$ cat src/rtl/spi_pkg.sv
// Shared SPI definitions: FSM states, mode encodings and command-word field helpers.
package spi_pkg;

  typedef enum logic [1:0] {
    IDLE  = 2'd0,
    CMD   = 2'd1,
    WDATA = 2'd2,
    RDATA = 2'd3
  } spi_state_e;

  // SPI modes encoded as {CPOL, CPHA}
  localparam logic [1:0] MODE0 = 2'b00;
  localparam logic [1:0] MODE1 = 2'b01;
  localparam logic [1:0] MODE2 = 2'b10;
  localparam logic [1:0] MODE3 = 2'b11;

  // Write/read flag position inside a command word of the given width
  function automatic int unsigned cmd_wr_bit(input int unsigned data_w);
    return data_w - 1;
  endfunction

endpackage

$ cat src/rtl/spi_edge_sync.sv
// Two-flop synchronisers for SCLK/MOSI/SS plus mode-aware edge detection.
module spi_edge_sync #(
  parameter int unsigned CPOL = 0,
  parameter int unsigned CPHA = 0
) (
  input  logic clk,
  input  logic reset,
  input  logic sclk,
  input  logic mosi,
  input  logic ss,
  output logic sample_edge,
  output logic shift_edge,
  output logic ss_fall,
  output logic ss_rise,
  output logic mosi_s
);

  // [0] metastable stage, [1] synchronised, [2] previous synchronised value
  logic [2:0] sclk_q;
  logic [2:0] ss_q;
  logic [1:0] mosi_q;
  logic       lead_c;
  logic       trail_c;

  // SS chain resets low so a master still holding SS low after reset never looks like a fresh fall
  always_ff @(posedge clk or negedge reset) begin
    if (!reset) begin
      sclk_q <= {3{1'(CPOL)}};
      ss_q   <= 3'b000;
      mosi_q <= 2'b00;
    end else begin
      sclk_q <= {sclk_q[1:0], sclk};
      ss_q   <= {ss_q[1:0], ss};
      mosi_q <= {mosi_q[0], mosi};
    end
  end

  assign lead_c  = (sclk_q[2] == 1'(CPOL)) && (sclk_q[1] != 1'(CPOL));
  assign trail_c = (sclk_q[2] != 1'(CPOL)) && (sclk_q[1] == 1'(CPOL));

  assign sample_edge = (CPHA == 0) ? lead_c  : trail_c;
  assign shift_edge  = (CPHA == 0) ? trail_c : lead_c;
  assign ss_fall     = ss_q[2] && !ss_q[1];
  assign ss_rise     = !ss_q[2] && ss_q[1];
  assign mosi_s      = mosi_q[1];

endmodule

$ cat src/rtl/spi_slave_regfile.sv
// SPI slave with a burst-addressed register file: one command word then
// auto-incrementing write or read data words per SS frame.
module spi_slave_regfile
  import spi_pkg::*;
#(
  parameter int unsigned DATA_W   = 8,
  parameter int unsigned NUM_REGS = 4,
  parameter int unsigned ADDR_W   = $clog2(NUM_REGS),
  parameter int unsigned CPOL     = 0,
  parameter int unsigned CPHA     = 0
) (
  input  logic                       clk,
  input  logic                       reset,
  input  logic                       SCLK,
  input  logic                       MOSI,
  input  logic                       SS,
  output logic                       MISO,
  output logic                       miso_oe,
  output logic [NUM_REGS*DATA_W-1:0] regs_flat,
  output logic                       wr_pulse,
  output logic [ADDR_W-1:0]          wr_addr,
  output logic                       busy
);

  localparam int unsigned CNT_W      = $clog2(DATA_W);
  localparam int unsigned CMD_WR_BIT = cmd_wr_bit(DATA_W);

  logic sample_edge;
  logic shift_edge;
  logic ss_fall;
  logic ss_rise;
  logic mosi_s;

  spi_edge_sync #(
    .CPOL(CPOL),
    .CPHA(CPHA)
  ) u_edge_sync (
    .clk        (clk),
    .reset      (reset),
    .sclk       (SCLK),
    .mosi       (MOSI),
    .ss         (SS),
    .sample_edge(sample_edge),
    .shift_edge (shift_edge),
    .ss_fall    (ss_fall),
    .ss_rise    (ss_rise),
    .mosi_s     (mosi_s)
  );

  spi_state_e                       state;
  logic [NUM_REGS-1:0][DATA_W-1:0]  regs;
  logic [DATA_W-2:0]                rx_sh;
  logic [DATA_W-1:0]                tx_reg;
  logic [CNT_W-1:0]                 bit_cnt;
  logic [ADDR_W-1:0]                addr;
  logic                             skip_shift;
  logic [DATA_W-1:0]                word_c;
  logic                             word_done_c;

  assign word_c      = {rx_sh, mosi_s};
  assign word_done_c = sample_edge && (bit_cnt == CNT_W'(DATA_W - 1));

  // tx_reg is held at zero outside RDATA, so MISO needs no extra gating
  assign MISO      = tx_reg[DATA_W-1];
  assign regs_flat = regs;

  always_ff @(posedge clk or negedge reset) begin
    if (!reset) begin
      state      <= IDLE;
      regs       <= '0;
      rx_sh      <= '0;
      tx_reg     <= '0;
      bit_cnt    <= '0;
      addr       <= '0;
      skip_shift <= 1'b0;
      miso_oe    <= 1'b0;
      wr_pulse   <= 1'b0;
      wr_addr    <= '0;
      busy       <= 1'b0;
    end else begin
      wr_pulse <= 1'b0;
      if (ss_rise) begin
        // End of frame: any partial word is simply dropped
        state      <= IDLE;
        busy       <= 1'b0;
        miso_oe    <= 1'b0;
        tx_reg     <= '0;
        skip_shift <= 1'b0;
      end else begin
        case (state)
          IDLE: begin
            if (ss_fall) begin
              state      <= CMD;
              busy       <= 1'b1;
              bit_cnt    <= '0;
              tx_reg     <= '0;
              skip_shift <= 1'b1;
            end
          end
          default: begin
            if (sample_edge) begin
              rx_sh   <= word_c[DATA_W-2:0];
              bit_cnt <= word_done_c ? '0 : bit_cnt + CNT_W'(1);
            end
            // First shift edge after a load is swallowed so the MSB lasts a full bit
            if (shift_edge) begin
              if (skip_shift) skip_shift <= 1'b0;
              else            tx_reg     <= {tx_reg[DATA_W-2:0], 1'b0};
            end
            if (word_done_c) begin
              case (state)
                CMD: begin
                  if (word_c[CMD_WR_BIT]) begin
                    state <= WDATA;
                    addr  <= word_c[ADDR_W-1:0];
                  end else begin
                    state      <= RDATA;
                    miso_oe    <= 1'b1;
                    tx_reg     <= regs[word_c[ADDR_W-1:0]];
                    addr       <= word_c[ADDR_W-1:0] + ADDR_W'(1);
                    skip_shift <= 1'b1;
                  end
                end
                WDATA: begin
                  regs[addr] <= word_c;
                  wr_pulse   <= 1'b1;
                  wr_addr    <= addr;
                  addr       <= addr + ADDR_W'(1);
                end
                RDATA: begin
                  tx_reg     <= regs[addr];
                  addr       <= addr + ADDR_W'(1);
                  skip_shift <= 1'b1;
                end
                default: ;
              endcase
            end
          end
        endcase
      end
    end
  end

endmodule

$ cat config.mk
export PLATFORM = sky130hd
export DESIGN_NAME = spi_slave_regfile
export DESIGN_NICKNAME = d
export VERILOG_FILES = /design/src/rtl/spi_pkg.sv /design/src/rtl/spi_edge_sync.sv /design/src/rtl/spi_slave_regfile.sv
export SDC_FILE = /design/constraint.sdc
export NUM_CORES = 1
export LEC_CHECK = 0
export BUFFER_PORTS_ARGS = -buffer_cell sky130_fd_sc_hd__clkbuf_2
export CAP_MARGIN = 20
export CORE_ASPECT_RATIO = 0.6
export CORE_UTILIZATION = 57
export DETAILED_ROUTE_END_ITERATION = 8
export PLACE_DENSITY_LB_ADDON = 0.25
export RECOVER_POWER = 25
export SLEW_MARGIN = 30
export SYNTH_ARGS = -nofsm -noshare
export SYNTH_HDL_FRONTEND = slang
export SYNTH_HIERARCHICAL = 1
export SYNTH_SLANG_ARGS = --single-unit
$ cat constraint.sdc
create_clock -name clk -period 2.3 [get_ports clk]
set_input_delay 0.69 -clock clk [delete_from_list [all_inputs] [get_ports clk]]
set_output_delay 0.69 -clock clk [all_outputs]
set_load 0.05 [all_outputs]
==> summary.md <==
| Metric | Value |
|---|---|
| Fin area | `3740 um2` |
| Hold slack | `354 ps` |
| CP Data Arrival Time | `2140 ps` |
| Initial antenna violation count | `0` |
| Core area | `5260 um2` |
| PortBufs | `42` |
| Largest register FFs | `32` |
| CP Max Fanout | `8` |
| Highest clock rate | `525 MHz` |
| CTS buffer count | `9` |
| Multi-input logic area | `1460 um2` |
| Clock skew | `6.82 ps` |
| Pleak | `1.85 nW` |
| Post-synth EDFFs | `0` |
| R2R Setup Slk | `390 ps` |
| CTS clk-pin slew, worst paths | `70 ps` |
| Placed cells | `376` |
| WL per Instance | `17.8 um` |
| Util after Layout | `71.3%` |
| Min Tclk post-route | `1910 ps` |
| Data required, critical path | `2530 ps` |
| Max cap viols | `0` |
| Die height | `60.3 um` |
| Final setup viols | `0` |
| Largest net degree at the start of global routing | `23` |
| Yosys reg bits | `68` |
| Critical Path End Type | `register` |
| Post-route setup slack | `394 ps` |
| H-tree levels | `3` |
| Clock latency on the worst-skew pair | `350 ps` |
| Netlist cell types | `41` |
| Total power | `2.59 mW` |
| Slew headroom | `30.6%` |
| Clock Path Buffers | `2` |
| CTS tree | `built` |
| Area delta synth->final | `15.9%` |
| Syn Area/Cell | `11.9 um2` |
| Num ports | `43` |
| Root Buffer | `clkbuf_8` |
| GPL Wtd Cong | `0.835` |
| Fillers | `380` |
| Pwr Density | `692 nW/um2` |
| Final std cells w/o fill | `391` |
| Placement Setup Slack | `397 ps` |
| Vias in the first global route | `2,280` |
| Largest area contributor in the synthesized netlist | `dfrtp_1` |
| Main synth FF type | `dfrtp_1` |
| Hold Path Depth | `0` |
| Setup TNS | `0 ps` |
| Fin. max-slew vios | `0` |
| Final wirelength | `6960 um` |
| Vias | `2,305` |
| Hold Buf Count CTS | `0` |
| Area contributors post-synth | `dfrtp_1 (53%), mux2_2 (15%), mux2i_1 (5.3%), a22oi_1 (2.8%), ha_1 (2.3%)` |
| Row Count | `20` |
| Synth Cell Area | `3230 um2` |
| Final Hold Vio Count | `0` |
| Synth warn | `6` |
| Antenna-violating nets left | `0` |
| Drt drc | `0` |
| Post-CTS Resized | `0` |
| Die width | `99.2 um` |
| Syn nets | `282` |
| Max VDD drop | `0.000452 V` |
| DRT Pass-1 Iters | `4` |
| Total GRT Usage | `26.3%` |
| Crit share post-route | `82.9%` |
| Postcts setup bufs | `0` |
| Worst reg2reg path endpoint | `regs_flat[29]` |
| Register area | `1700 um2` |
| Setup crit start kind | `register` |
| Initial DRC Count | `106` |
| # diodes | `0` |
| Slew @ Worst Pin | `1040 ps` |
| HP Start | `u_edge_sync/mosi_q[0]` |
| Setup CP Type | `register to register` |
| Layout cells sized above 1 | `37.5%` |
| Status | `finished, final reports clean` |
| CTS Sinks | `68` |
| WHS Endpoint | `u_edge_sync/mosi_q[1]` |
| Via density | `5.90` |
| Seq/Total Area, Yosys | `52.7%` |
| Async S/R FF share, synth | `100%` |
| DP Wirelength | `5130 um` |
| Final net count | `332` |
| Synth Instances | `271` |
| Global-route wire length before repair | `11,500 um` |
| Total die area | `5980 um2` |
| RSZ-0062 raised after global routing | `no` |
| RR Startpoint | `bit_cnt[0]` |
| Area after DPL | `3560 um2` |
| Min-delay worst type | `register to register` |
| Grt ovf | `0` |
| Reg2Reg Depth | `7` |
| Initial core utilization | `61.5%` |
| Share of the synthesized area in the top cell type | `52.7%` |
-- where the power goes --
group / total (mW) / internal [mW] / switching (mW) / leakage (nW)
registers: 1.37 / 1.27 / 0.103 / 0.918
clock network: 0.944 / 0.493 / 0.451 / 0.0873
logic: 0.274 / 0.127 / 0.147 / 0.848
total: 2.59 / 1.89 / 0.701 / 1.85
-- worst max-delay path, stage by stage, from the launching register on --
cell     delay (ps)
dfrtp_1         390
ha_1            200
ha_1            210
nand2_1         160
nor4_4           40
buf_4           170
nand2_2         230
mux2_2          370
-- area by class of cell --
class,count,area share (%)
flip-flops and latches,68,45.4
clock inverters,6,1.77
clock buffers,9,3.31
inverters,5,0.501
well taps,66,2.21
multi-input cells,185,38.9
repair buffers,52,7.92
-- cell usage in the layout (no fill, tap or decap), types with 8 or more instances in the layout --
cell	synthesis	final
o22ai_1	8	8
nand2_1	18	18
a22oi_1	12	12
o21ai_0	11	11
buf_4	0	9
dfrtp_1	68	68
mux2_2	42	42
clkbuf_2	1	41
nor2_1	15	15
mux2i_1	17	17
clkbuf_8	0	9
-- cell usage after synthesis (all sizes together), types with 2 or more instances --
| master | n |
|---|---|
| a211oi | 2 |
| a21oi | 4 |
| a22oi | 12 |
| and2 | 6 |
| and2b | 4 |
| buf | 6 |
| clkbuf | 7 |
| dfrtp | 68 |
| ha | 6 |
| inv | 5 |
| mux2 | 44 |
| mux2i | 17 |
| nand2 | 22 |
| nand2b | 5 |
| nand3 | 2 |
| nor2 | 15 |
| nor2b | 4 |
| nor3 | 3 |
| nor4 | 2 |
| o21ai | 11 |
| o22ai | 8 |
| or2 | 3 |
| xnor2 | 2 |
-- worst max path at each step --
stage	startpoint	endpoint	slack, ps
floorplan	u_edge_sync/ss_q[1]	regs_flat[10]	410
global placement	bit_cnt[0]	regs_flat[25]	460
detailed placement	bit_cnt[0]	regs_flat[27]	400
CTS	bit_cnt[0]	regs_flat[27]	380
global route	bit_cnt[0]	regs_flat[6]	320
finish	bit_cnt[0]	regs_flat[29]	390
-- kinds of logic after synthesis --
group / after synthesis / share of synthesized area [%]
multiplexers: 61 / 20.6
XOR/XNOR: 2 / 0.542
adder cells (fa/ha/maj): 6 / 2.32
buffers and inverters: 18 / 2.29
flip-flops: 68 / 52.7
AND/OR/NAND/NOR: 70 / 11.8
AO/OA/AOI/OAI: 46 / 9.80
-- per-layer routing --
metal | GRT usage (%) | vias up | wire, um
met5 | 0 | - | 0
met4 | 9.45 | 0 | 85
met3 | 6.67 | 10 | 446
met2 | 41.0 | 71 | 3130
met1 | 36.7 | 1151 | 3290
li1 | - | 1073 | -
No activity file was read; power rests on OpenSTA's default activity.
